**src/rtl/nrs_gen_dbuf_tx.sv**
```systemverilog
// rtl/nrs_gen_dbuf_tx.sv - double-buffered NB-IoT NRS generator, background fill of shadow bank, swap on subframe strobe
module nrs_gen_dbuf_tx #(
  parameter int WIDTH_B   = 9,
  parameter int NRS_WIDTH = 16,
  parameter logic signed [NRS_WIDTH-1:0] AMP = 16'sd23170,
  parameter int NC         = 1600,
  parameter int SEQ_OFFSET = 218,
  parameter int N_RD       = 4
) (
  input  logic                      clk_i,
  input  logic                      rst_ni,
  input  logic                      new_frame_i,
  input  logic                      new_subframe_i,
  input  logic [WIDTH_B-1:0]        n_cell_id_i,
  input  logic [N_RD*4-1:0]         rd_addr_i,
  output logic [N_RD*NRS_WIDTH-1:0] nrs_out_o,
  output logic                      nrs_valid_o,
  output logic                      gen_busy_o,
  output logic                      overrun_o
);

  typedef enum logic [2:0] {IDLE, LOAD, ADVANCE, CAPTURE, DONE} state_e;

  localparam int ADV = NC + SEQ_OFFSET;
  localparam int CW  = $clog2(ADV + 1);
  localparam logic [NRS_WIDTH-1:0] AMP_P = AMP;
  localparam logic [NRS_WIDTH-1:0] AMP_N = -AMP;

  state_e                   state_q;
  logic [CW-1:0]            cnt_q;
  logic [1:0]               sym_q;
  logic [30:0]              x1_q, x2_q;
  logic [3:0]               target_q, exp_q, tag_q;
  logic [WIDTH_B-1:0]       ncell_q;
  logic                     start_q, done_q, bank_sel_q, valid_q, overrun_q;
  logic [15:0]              bank0_q, bank1_q;
  logic [N_RD*NRS_WIDTH-1:0] nrs_out_q;

  logic                     swap, gen_active, eff_done, c_bit;
  logic [3:0]               exp_d, target_d, eff_tag, wr_idx;
  logic [15:0]              act_bank;
  logic [WIDTH_B-1:0]       n_sel;
  logic [WIDTH_B:0]         n2p1;
  logic [4:0]               ns_w;
  logic [7:0]               t1;
  logic [30:0]              cinit_w;

  assign swap       = new_frame_i | new_subframe_i;
  assign exp_d      = new_frame_i ? 4'd0 : ((exp_q == 4'd9) ? 4'd0 : exp_q + 4'd1);
  assign target_d   = (exp_d == 4'd9) ? 4'd0 : exp_d + 4'd1;
  assign gen_active = (state_q == LOAD) || (state_q == ADVANCE) || (state_q == CAPTURE);
  // A bank completing in DONE this very cycle is treated as finished.
  assign eff_done   = done_q || (state_q == DONE);
  assign eff_tag    = (state_q == DONE) ? target_q : tag_q;
  assign c_bit      = x1_q[0] ^ x2_q[0];
  assign wr_idx     = {sym_q, cnt_q[1:0]};
  assign act_bank   = bank_sel_q ? bank1_q : bank0_q;

  assign n_sel   = (sym_q == 2'd0) ? n_cell_id_i : ncell_q;
  assign n2p1    = {n_sel, 1'b1};
  assign ns_w    = {target_q, sym_q[1]};
  assign t1      = 8'd7 * (8'(ns_w) + 8'd1) + 8'd6 + 8'(sym_q[0]);
  assign cinit_w = ((31'(t1) * 31'(n2p1)) << 10) + 31'(n2p1);

  always_ff @(posedge clk_i or negedge rst_ni) begin
    if (!rst_ni) begin
      state_q    <= IDLE;
      cnt_q      <= '0;
      sym_q      <= '0;
      x1_q       <= '0;
      x2_q       <= '0;
      target_q   <= '0;
      exp_q      <= 4'd9;
      tag_q      <= '0;
      ncell_q    <= '0;
      start_q    <= 1'b1;
      done_q     <= 1'b0;
      bank_sel_q <= 1'b0;
      valid_q    <= 1'b0;
      overrun_q  <= 1'b0;
      bank0_q    <= '0;
      bank1_q    <= '0;
      nrs_out_q  <= '0;
    end else begin
      overrun_q <= 1'b0;
      x1_q <= {x1_q[3] ^ x1_q[0], x1_q[30:1]};
      x2_q <= {x2_q[3] ^ x2_q[2] ^ x2_q[1] ^ x2_q[0], x2_q[30:1]};
      if (swap) begin
        bank_sel_q <= ~bank_sel_q;
        valid_q    <= eff_done && (eff_tag == exp_d);
        done_q     <= 1'b0;
        exp_q      <= exp_d;
        target_q   <= target_d;
        overrun_q  <= gen_active;
        start_q    <= 1'b0;
        state_q    <= LOAD;
        sym_q      <= '0;
        cnt_q      <= '0;
      end else begin
        case (state_q)
          IDLE: begin
            if (start_q) begin
              start_q <= 1'b0;
              sym_q   <= '0;
              state_q <= LOAD;
            end
          end
          LOAD: begin
            x1_q  <= 31'd1;
            x2_q  <= cinit_w;
            cnt_q <= '0;
            if (sym_q == 2'd0) ncell_q <= n_cell_id_i;
            state_q <= ADVANCE;
          end
          ADVANCE: begin
            if (cnt_q == CW'(ADV - 1)) begin
              cnt_q   <= '0;
              state_q <= CAPTURE;
            end else begin
              cnt_q <= cnt_q + 1'b1;
            end
          end
          CAPTURE: begin
            if (bank_sel_q) bank0_q[wr_idx] <= c_bit;
            else            bank1_q[wr_idx] <= c_bit;
            if (cnt_q[1:0] == 2'd3) begin
              cnt_q <= '0;
              if (sym_q == 2'd3) begin
                state_q <= DONE;
              end else begin
                sym_q   <= sym_q + 2'd1;
                state_q <= LOAD;
              end
            end else begin
              cnt_q <= cnt_q + 1'b1;
            end
          end
          DONE: begin
            done_q  <= 1'b1;
            tag_q   <= target_q;
            state_q <= IDLE;
          end
          default: state_q <= IDLE;
        endcase
      end
      for (int p = 0; p < N_RD; p++) begin
        if (!valid_q)
          nrs_out_q[p*NRS_WIDTH +: NRS_WIDTH] <= '0;
        else if (act_bank[rd_addr_i[4*p +: 4]])
          nrs_out_q[p*NRS_WIDTH +: NRS_WIDTH] <= AMP_N;
        else
          nrs_out_q[p*NRS_WIDTH +: NRS_WIDTH] <= AMP_P;
      end
    end
  end

  assign nrs_out_o   = nrs_out_q;
  assign nrs_valid_o = valid_q;
  assign gen_busy_o  = (state_q != IDLE);
  assign overrun_o   = overrun_q;

endmodule

```
**config.mk**
```make
export PLATFORM = sky130hd
export DESIGN_NAME = nrs_gen_dbuf_tx
export DESIGN_NICKNAME = d
export VERILOG_FILES = /design/src/rtl/nrs_gen_dbuf_tx.sv
export SDC_FILE = /design/constraint.sdc
export NUM_CORES = 1
export LEC_CHECK = 0
export CAP_MARGIN = 10
export CORE_ASPECT_RATIO = 1.5
export CORE_MARGIN = 2
export CORE_UTILIZATION = 45
export DETAILED_ROUTE_END_ITERATION = 8
export HOLD_SLACK_MARGIN = 0.06
export PLACE_DENSITY = 0.7
export SLEW_MARGIN = 20
export SYNTH_ARGS = -nofsm -noshare
export SYNTH_HDL_FRONTEND = slang
export SYNTH_SLANG_ARGS = --single-unit
```
**constraint.sdc**
```tcl
create_clock -name clk_i -period 22.8 [get_ports clk_i]
set_input_delay 2.28 -clock clk_i [delete_from_list [all_inputs] [get_ports clk_i]]
set_output_delay 2.28 -clock clk_i [all_outputs]
set_load 0.005 [all_outputs]
```
==> impl_metrics.json <==
{
  "finalSetupViolations": 0,
  "synth.distinct_cells": 58,
  "dp_hpwl_mm": 16.18,
  "cts_setup_buffers": 0,
  "clkSinkCount": 145,
  "core_mm2": 0.02306,
  "synth_top_flop_cell": "dfrtp_1",
  "root_buffer": "clkbuf_16",
  "fillers": 2063,
  "synth-adder-area-share": 0.1673,
  "grt_pass1_vias": 7464,
  "reg2reg_slack_ns": 14.94,
  "synth_mux_area_frac": 0.1106,
  "min_period_ns": 7.862,
  "async_flop_share": 1.000,
  "crit_arrival_ns": 8.16,
  "start_kind": "register",
  "cp.required_ns": 23.10,
  "synthCells": 1060,
  "wl_per_cell_um": 15.98,
  "skew_ns": 0.009445,
  "grt_usage": 0.1935,
  "layout.nets": 1211,
  "critPathKind": "reg2reg",
  "min_path_type": "reg2reg",
  "layout_common_cells": "dfrtp_1 (141), inv_1 (98), nor2_1 (98), clkdlybuf4s50_1 (90), a21oi_1 (66)",
  "path_clk_slew_ns": 0.06,
  "syn_area_mm2": 0.01058,
  "grt_pass1_wl_mm": 37.71,
  "grt_overflow_total": 0,
  "drive_above_1_share": 0.09603,
  "grt_max_degree": 78,
  "clock.fmax_ghz": 0.1272,
  "synth.ff_latch_count": 145,
  "hold_buffers": 0,
  "ant_nets": 0,
  "synth-compound-area-share": 0.1154,
  "gp_congestion": 0.8739,
  "placed_cells": 1366,
  "drc": 0,
  "first_pass_iters": 5,
  "dieArea_mm2": 0.02477,
  "fp.dieH_um": 191.8,
  "maxSlewHeadroom": 0.3043,
  "wl_mm": 22.34,
  "cp_max_fo": 12,
  "syn_avg_cell_area_um2": 9.977,
  "rsz0062_at_grt": "false",
  "start_util": 0.4586,
  "hold_viol": 0,
  "drv_slew": 0,
  "antenna_found_initial": 0,
  "instances_no_fill": 1398,
  "yosys.area_share.simple": 0.1341,
  "vias": 7616,
  "row_count": 68,
  "area_delta_synth_final_pct": 12.79,
  "port_buffers": 91,
  "synth_seq_area_share": 0.3435,
  "mostFrequentLayoutCell": "dfrtp_1",
  "die_x_um": 129.2,
  "io_pins": 96,
  "clockBufferDepth": 2,
  "worst_pin_slew_ns": 1.044,
  "crit_path_end_kind": "register",
  "synth_edf_count": 0,
  "synth_warnings": 0,
  "antenna_cells": 0,
  "synthXorXnorAreaFrac": 0.03064,
  "cts_tree": "yes",
  "cts_buffers": 17,
  "drt_iter0_drc": 459,
  "post-route-period-util": 0.3448,
  "holdPathStages": 2,
  "drv_cap": 0,
  "rr_worst_depth": 27,
  "htreeDepth": 4,
  "final_util": 0.5173,
  "vias_per_cell": 5.448,
  "finalSetupTns_ns": 0,
  "ctsResizeCount": 0,
  "insertion_delay_ns": 0.43,
  "synth_top_family_by_area": "adder cells",
  "status": "finished clean"
}
[kinds of logic after synthesis]
logic type               count (synthesis)
other                                    1
flip-flops                             145
multiplexers                            62
buffers and inverters                  211
XOR/XNOR                                37
AO/OA/AOI/OAI                          199
AND/OR/NAND/NOR                        293
adder cells (fa/ha/maj)                112
[sequential cells by signal (all words and copies together) (netlist names)]
| name | flops |
|---|---|
| overrun_o | 1 |
| bank1_q | 16 |
| target_q | 4 |
| start_q | 1 |
| bank0_q | 16 |
| done_q | 1 |
| nrs_valid_o | 1 |
| exp_q | 4 |
| bank_sel_q | 1 |
| x1_q | 31 |
| ncell_q | 9 |
| nrs_out_o | 9 |
| cnt_q | 11 |
| state_q | 3 |
| x2_q | 31 |
| tag_q | 4 |
| sym_q | 2 |
[worst max-delay path: stages, from the launching register on]
cell and delay (ns):
dfrtp_1 0.57, ha_1 0.43, xor2_1 0.34, xnor2_1 0.26, xnor2_1 0.17, ha_1 0.25, ha_1 0.34, nor2b_1 0.14
o21ai_0 0.23, a21boi_0 0.16, or4_1 0.44, nand3_1 0.34, nor2_1 0.13, fa_1 0.55, inv_1 0.06, fa_1 0.53
inv_1 0.05, fa_1 0.53, inv_1 0.05, fa_1 0.53, inv_1 0.04, ha_1 0.32, a21oi_1 0.18, o21ai_0 0.15
or4_1 0.49, o21ai_0 0.21, xor2_1 0.16, o21ai_0 0.08
[path summary, 6_finish.rpt]
path / end / start
hold / removal: x2_q[13] / x2_q[14]
max in group asynchronous: bank_sel_q / rst_ni
setup reg to reg: x2_q[26] / sym_q[1]
setup / recovery: x2_q[26] / sym_q[1]
min in group asynchronous: x2_q[7] / rst_ni
hold reg to reg: x2_q[13] / x2_q[14]
[synth_stat cells (2+ instances only)]
cell       number  area, um2
dfrtp_1       142       3553
nor2_1         99      371.6
inv_1          98      367.9
a21oi_1        66      330.3
ha_1           63      788.3
nand2_1        63      236.5
buf_4          57      427.9
fa_1           49      980.9
clkbuf_1       42      157.7
a31oi_1        39      244.0
o21ai_0        39      195.2
nor2b_1        36      225.2
mux4_2         27      608.1
nand2b_1       22      137.6
xnor2_1        19      166.4
a41oi_1        18      157.7
mux2i_1        18      180.2
xor2_1         18      157.7
or2_2          17      106.4
nand3_1        13      65.06
nor3_1         11      55.05
mux4_1          9      236.5
a21o_1          8      60.06
and3_1          8      50.05
buf_2           8      40.04
and2_1          5      31.28
a211oi_1        4      30.03
mux2_2          4      45.04
mux4_4          4      100.1
nand4_1         4      25.02
nor4_1          4      25.02
o21a_1          4      30.03
clkbuf_2        3      15.01
dfstp_2         3      78.83
o21bai_1        3      22.52
o31ai_1         3      22.52
or4_1           3      22.52
a21boi_0        2      15.01
nor4b_1         2      17.52
o211ai_1        2      15.01
o22ai_1         2      12.51
o2bb2ai_1       2      17.52
or3_1           2      12.51
[stage by stage]
step / hold slack (ns) / instance area [um2] / worst slack (ns)
6_report: 0.4450 / 11930 / 14.94
5_1_grt: 0.4699 / 11930 / 14.24
4_1_cts: 0.4506 / 11920 / 14.96
3_5_place_dp: 0.4379 / 11310 / 15.01
3_3_place_gp: 0.4316 / 11310 / 15.19
2_1_floorplan: 0.4133 / 10590 / 15.62
[final cells by class]
cell class	count	area, um2	share of cell area
flip-flops and latches	145	3633	0.3046
inverters	98	367.9	0.03084
multi-input cells	707	5937	0.4977
clock buffers	18	429.2	0.03598
well taps	315	394.1	0.03304
clock inverters	14	178.9	0.01500
repair buffers	101	987.2	0.08277
[routing by layer]
| metal | global-route usage | part of all wire | vias to the layer above |
|---|---|---|---|
| met5 | 0 | 0 | - |
| met2 | 0.3543 | 0.55 | 212 |
| li1 | - | - | 3597 |
| met1 | 0.2249 | 0.39 | 3772 |
| met3 | 0.02981 | 0.039 | 35 |
| met4 | 0.07441 | 0.027 | 0 |
Power is left out: the tool's default activity adds up to more than one toggle a clock period on the data nets, which glitch-free logic cannot reach.
